==> src/rtl/hbridge_dir_ctrl.sv <==
// rtl/hbridge_dir_ctrl.sv - H-bridge direction and dead-time controller for the MG33 motor
module hbridge_dir_ctrl #(
  parameter int DEAD_CYCLES       = 8,
  parameter int DIR_STABLE_CYCLES = 4
) (
  input  logic Clk_i,
  input  logic Reset_i,
  input  logic Pwm_i,
  input  logic Dir_i,
  input  logic En_i,
  output logic In1_o,
  output logic In2_o,
  output logic Dir_o,
  output logic Busy_o
);

  typedef enum logic [1:0] {
    ST_OFF  = 2'd0,
    ST_DEAD = 2'd1,
    ST_FWD  = 2'd2,
    ST_REV  = 2'd3
  } state_t;

  localparam logic [7:0] DEAD_LOAD   = 8'(DEAD_CYCLES);
  // The filter accepts on the DIR_STABLE_CYCLES-th consecutive differing sample,
  // so the compare is against the count already accumulated before this clock.
  localparam logic [7:0] STABLE_LAST = 8'(DIR_STABLE_CYCLES - 1);

  logic       sync_q;
  logic       dir_s;
  logic       dir_req;
  logic [7:0] filt_cnt;

  state_t     state;
  state_t     state_nxt;
  logic [7:0] dead_cnt;
  logic [7:0] dead_nxt;
  logic       dir_nxt;
  logic       in1_nxt;
  logic       in2_nxt;
  logic       busy_nxt;

  // Two-flop synchronizer for the asynchronous direction switch
  always_ff @(posedge Clk_i or negedge Reset_i) begin
    if (!Reset_i) begin
      sync_q <= 1'b0;
      dir_s  <= 1'b0;
    end else begin
      sync_q <= Dir_i;
      dir_s  <= sync_q;
    end
  end

  // Direction filter: accept dir_s only after it differs from dir_req long enough
  always_ff @(posedge Clk_i or negedge Reset_i) begin
    if (!Reset_i) begin
      dir_req  <= 1'b0;
      filt_cnt <= 8'd0;
    end else if (dir_s == dir_req) begin
      filt_cnt <= 8'd0;
    end else if (filt_cnt >= STABLE_LAST) begin
      dir_req  <= dir_s;
      filt_cnt <= 8'd0;
    end else begin
      filt_cnt <= filt_cnt + 8'd1;
    end
  end

  // Next-state logic; outputs are decoded from the next state so they move with it
  always_comb begin
    state_nxt = state;
    dead_nxt  = dead_cnt;
    dir_nxt   = Dir_o;
    case (state)
      ST_OFF: begin
        if (En_i) begin
          state_nxt = ST_DEAD;
          dead_nxt  = DEAD_LOAD;
        end
      end
      ST_DEAD: begin
        if (!En_i) begin
          state_nxt = ST_OFF;
          dead_nxt  = 8'd0;
        end else if (dead_cnt <= 8'd1) begin
          dir_nxt   = dir_req;
          state_nxt = dir_req ? ST_REV : ST_FWD;
          dead_nxt  = 8'd0;
        end else begin
          dead_nxt  = dead_cnt - 8'd1;
        end
      end
      ST_FWD, ST_REV: begin
        if (!En_i) begin
          state_nxt = ST_OFF;
        end else if (dir_req != Dir_o) begin
          state_nxt = ST_DEAD;
          dead_nxt  = DEAD_LOAD;
        end
      end
      default: begin
        state_nxt = ST_OFF;
        dead_nxt  = 8'd0;
      end
    endcase
    // Only one drive state can be next, so both legs can never be high together
    in1_nxt  = (state_nxt == ST_FWD) & Pwm_i;
    in2_nxt  = (state_nxt == ST_REV) & Pwm_i;
    busy_nxt = (state_nxt == ST_DEAD);
  end

  // State, dead-time counter and applied direction registers
  always_ff @(posedge Clk_i or negedge Reset_i) begin
    if (!Reset_i) begin
      state    <= ST_OFF;
      dead_cnt <= 8'd0;
      Dir_o    <= 1'b0;
    end else begin
      state    <= state_nxt;
      dead_cnt <= dead_nxt;
      Dir_o    <= dir_nxt;
    end
  end

  // Registered bridge outputs, cleared asynchronously by reset
  always_ff @(posedge Clk_i or negedge Reset_i) begin
    if (!Reset_i) begin
      In1_o  <= 1'b0;
      In2_o  <= 1'b0;
      Busy_o <= 1'b0;
    end else begin
      In1_o  <= in1_nxt;
      In2_o  <= in2_nxt;
      Busy_o <= busy_nxt;
    end
  end

endmodule

==> config.mk <==
export PLATFORM = sky130hd
export DESIGN_NAME = hbridge_dir_ctrl
export DESIGN_NICKNAME = d
export VERILOG_FILES = /design/src/rtl/hbridge_dir_ctrl.sv
export SDC_FILE = /design/constraint.sdc
export NUM_CORES = 1
export LEC_CHECK = 0
export CAP_MARGIN = 40
export CORE_MARGIN = 2
export CORE_UTILIZATION = 55
export CTS_BUF_LIST = sky130_fd_sc_hd__clkbuf_2
export DETAILED_ROUTE_END_ITERATION = 12
export GPL_TIMING_DRIVEN = 1
export MAX_ROUTING_LAYER = met4
export PLACE_DENSITY = 0.87
export REMOVE_ABC_BUFFERS = 1
export SYNTH_ARGS = -nofsm -noshare
export SYNTH_HDL_FRONTEND = slang
export SYNTH_SLANG_ARGS = --single-unit
export TNS_END_PERCENT = 1
==> constraint.sdc <==
create_clock -name Clk_i -period 2.16 [get_ports Clk_i]
set_input_delay 0.54 -clock Clk_i [delete_from_list [all_inputs] [get_ports Clk_i]]
set_output_delay 0.54 -clock Clk_i [all_outputs]
set_load 0.01 [all_outputs]
# --- Word level (Yosys, flattened, before mapping) ---
# Cells that the tools add are included.
word_totals:
  wordCells: 48
  input_bits: 5
  out_inout_bits: 4
  ff_bits: 25
classes:
  magnitude_cmp: 2
  bitwise: 3
  n_addsub: 2
  n_mux: 15
  n_eq_ne: 11
  reduce_logical: 5
op_table:
  columns: ["cell", "n"]
  rows:
  - ["2-to-1 mux 8 bit", 7]
  - ["one-hot mux 8 bit (3 select lines)", 1]
  - ["2-to-1 mux 2 bit", 5]
  - ["adder 8 x 1 -> 8 bit (second input constant)", 1]
  - ["equality test 2 bit (second input constant)", 4]
  - ["greater-or-equal comparator 8 x 2 -> 1 bit (second input constant)", 1]
  - ["<= comparator 8 x 1 -> 1 bit (second input constant)", 1]
  - ["subtractor 8 x 1 -> 8 bit (second input constant)", 1]
  - ["inequality test 2 bit (second input constant)", 3]
  - ["one-hot mux 2 bit (3 select lines)", 1]
  - ["AND reduction 3 bit", 2]
  - ["equality test 2 x 1 -> 1 bit (second input constant)", 2]
  - ["AND 1 bit", 2]
  - ["logical NOT 2 bit", 1]
  - ["AND reduction 2 bit", 1]
  - ["OR reduction 2 bit", 1]
  - ["equality test 1 bit", 1]
  - ["2-to-1 mux 1 bit", 1]
  - ["inequality test 1 bit", 1]
  - ["NOT 1 bit", 1]

# --- Longest topological paths before layout ---
depth:
  word_depth: 6
  mapped_depth: 6
  ltp_nobuf: 6

# --- Worst setup path after synthesis ---
# No wires, ideal clock.
synth_path:
  path_type: "register to register"
  startpoint: "register filt_cnt[0]"
  endpoint: "register dir_req"
  path_stages_with_launch: 5
  n_path_buf: 0
  setup_ps: 128
  t_arrival_ps: 1561
  path_slack_ps: 472
  t_required_ps: 2032
  period_less_slack_ps: 1688
  path_cell_list: "dfrtp_1 -> ha_1 -> or4_4 -> nor4_4 -> mux2_1"
synth_between:
  elab_chain_len: 2
synth_lines:
  columns: ["item", "line_no", "text"]
  rows:
  - ["from (decl)", "32", "logic [7:0] filt_cnt;"]
  - ["from (signal assigned)", "65", "filt_cnt <= filt_cnt + 8'd1;"]
  - ["greater-or-equal comparator 8 x 2 -> 1 bit", "61", "end else if (filt_cnt >= STABLE_LAST) begin"]
  - ["AND reduction 2 bit (no line)", null, null]
  - ["to (signal assigned)", "62", "dir_req <= dir_s;"]
  - ["to (decl)", "31", "logic dir_req;"]
# Every way passes these cells.
# A chain may end at the register's enable or synchronous reset.

# --- Worst setup path after layout ---
layout_path:
  startpoint: "register Dir_o"
  endpoint: "output Dir_o"
layout_lines:
  columns: ["item", "line_no", "text"]
  rows:
  - ["from (decl)", "13", "output logic Dir_o,"]
  - ["from (signal assigned)", "121", "Dir_o <= dir_nxt;"]
# No word-level cell between the ends.

==> out/metrics.yaml <==
outcome:
  status: "finished clean"
power:
  ir_worst_vdd_mv: 0.552
  leakage_nw: 0.563
  p_per_area_nw_per_um2: 1110
global_routing:
  antenna_found_initial: 0
  grt_max_degree: 26
  overflow: 0
  grt_pass1_vias: 810
  grt.total_usage_pct: 20.4
  grt_pass1_wl_um: 3560
synth:
  avgSynthCellArea_um2: 11.9
  ys_types: 29
  ys_async_sr_fraction_pct: 100
  synth_area_um2: 1100
  syn_inst: 93
  synth_edf_count: 0
  synthFlopType: "dfrtp_1"
  seq_area_frac_synth_pct: 56.8
  synth_seq_cells: 25
  yosysWarnings: 0
die:
  pin_count: 9
  dieArea_um2: 2380
  initial_utilization_pct: 57.4
  core_area_um2: 1920
  die_h_um: 48.8
  die_w_um: 48.8
  num_rows: 16
clock_tree:
  clk_pin_slew_worst_paths_ns: 0.23
  cts_buffers: 3
  clock_latency_ns: 0.36
  post_cts_buffers: 0
  postCtsHoldBufs: 0
  cts_tree: "done"
  cts_root_buf: "clkbuf_2"
  clock-sinks: 25
  post_cts_resized: 0
  cts_buffer_depth: 2
  htree_levels: 1
worst_setup_path:
  path_cells: "clkdlybuf4s50_1"
  path_delay_family: "buffers and inverters"
  path_buf_inv: 1
  slowest_stage: "clkdlybuf4s50_1"
  critPathRequiredTime_ns: 1.62
  slowest_delay_ns: 0.56
  worstSetupPathType: "flip-flop to primary output"
  reg2reg_setup_slack_ns: 0.35
  start_kind: "flip-flop"
  endpoint_kind: "primary output"
  worstPathArrival_ns: 1.36
  cp_max_fo: 3
finish:
  layout-drive-gt1-share_pct: 13.4
  antenna_cells: 0
  finalNetCount: 121
  syn2layout_area_growth_pct: 15.4
timing:
  fin_crit_sh_pct: 87.8
  setup_viol: 0
  max_freq_mhz: 527
  clock_skew_ns: 0.00506
  min_period_ns: 1.90
  slew_viol_final: 0
  finalWorstSetupSlack_ns: 0.263
  finalSetupTns_ns: 0
  hold_viol_final: 0
  rsz0062_at_grt: "no"
routing:
  drcViolationCount: 0
  ant_nets: 0
  viasPerCell: 5.49
  via_count: 763
  firstDrtPassIters: 4
  drt-total-wl_um: 1920
  first_iter_violations: 9
  wl_per_cell_um: 13.8
place:
  dpl_worst_slack_ns: 0.195
  port_buffers: 8
  hpwl_um: 1430
  gp_congestion: 0.832
run:
  drv_cap: 0
hold_path:
  min_path_type: "flip-flop to flip-flop"
-- state kept, by name (all words and copies together), names as in the netlist --
name      flops
state         2
filt_cnt      8
dir_req       1
In1_o         1
dir_s         1
Busy_o        1
dead_cnt      8
In2_o         1
sync_q        1
Dir_o         1
-- synth_stat cells, types with 3 or more instances --
master / number / area share [%]
nand2_1: 7 / 2.4
nand2b_1: 3 / 1.7
dfrtp_1: 25 / 57
inv_1: 5 / 1.7
ha_1: 3 / 3.4
a21oi_1: 6 / 2.7
a31oi_1: 5 / 2.8
nor2_1: 6 / 2.0
and3_1: 3 / 1.7
-- power breakdown --
group	internal [mW]	switching, mW	leakage, nW
combinational	0.256	0.298	0.236
sequential	0.558	0.115	0.315
clock	0.0430	0.144	0.0126
-- stage by stage --
| step | hold slack, ns | total power [mW] | std cells | util, % | instance area (um^2) |
|---|---|---|---|---|---|
| 2_1_floorplan | 0.244 | 1.06 | 98 | - | 1120 |
| 3_3_place_gp | 0.334 | 1.19 | 135 | 65.0 | 1250 |
| 3_5_place_dp | 0.337 | 1.23 | 135 | 65.0 | 1250 |
| 4_1_cts | 0.386 | 1.41 | 139 | 66.2 | 1270 |
| 5_1_grt | 0.408 | 1.52 | 139 | 66.2 | 1270 |
| 6_report | 0.386 | 1.41 | 139 | 66.2 | 1270 |
-- cells in the final DEF, fill, tap and decap left out, drive strengths merged, types with 3 or more instances in the layout --
master / n
dfrtp: 25
a21oi: 6
a31oi: 6
clkbuf: 3
and3: 3
clkdlybuf4s50: 8
conb: 6
nor4: 3
inv: 5
nand2b: 3
nand2: 7
o22ai: 4
nor2: 6
ha: 3
-- cell type report --
cell class	instances	area [um^2]
clock inverters	1	7.51
inverters	5	18.8
repair buffers	10	95.1
flip-flops and latches	25	626
multi-input cells	68	477
fillers	155	649
clock buffers	3	15.0
well taps	27	33.8
-- kinds of logic (layout without fill, tap and decap cells) --
| logic type | Yosys count | after routing | synth area share [%] |
|---|---|---|---|
| AO/OA/AOI/OAI | 19 | 19 | 11.7 |
| XOR/XNOR | 3 | 3 | 2.38 |
| adder cells (fa/ha/maj) | 3 | 3 | 3.41 |
| buffers and inverters | 5 | 19 | 1.70 |
| flip-flops | 25 | 25 | 56.8 |
| multiplexers | 3 | 3 | 2.95 |
| other | 1 | 6 | 0.340 |
| AND/OR/NAND/NOR | 34 | 34 | 20.8 |
-- path summary, 6_finish.rpt --
| kind | from | end | depth (start not counted) |
|---|---|---|---|
| max | Dir_o | Dir_o | 1 |
| min | sync_q | dir_s | 0 |
| max reg2reg | dead_cnt[0] | Dir_o | 6 |
| min reg2reg | sync_q | dir_s | 0 |
| max in group asynchronous | Reset_i | dead_cnt[5] | 2 |
| min in group asynchronous | Reset_i | filt_cnt[5] | 2 |
-- metal layers --
metal / up-vias / track usage, % / routed length [um]
li1: 361 / - / -
met3: 9 / 4.29 / 64
met2: 16 / 32.4 / 1010
met5: - / - / 0
met4: 0 / 11.9 / 71
met1: 377 / 24.1 / 766
(Power assumes the default switching activity.)
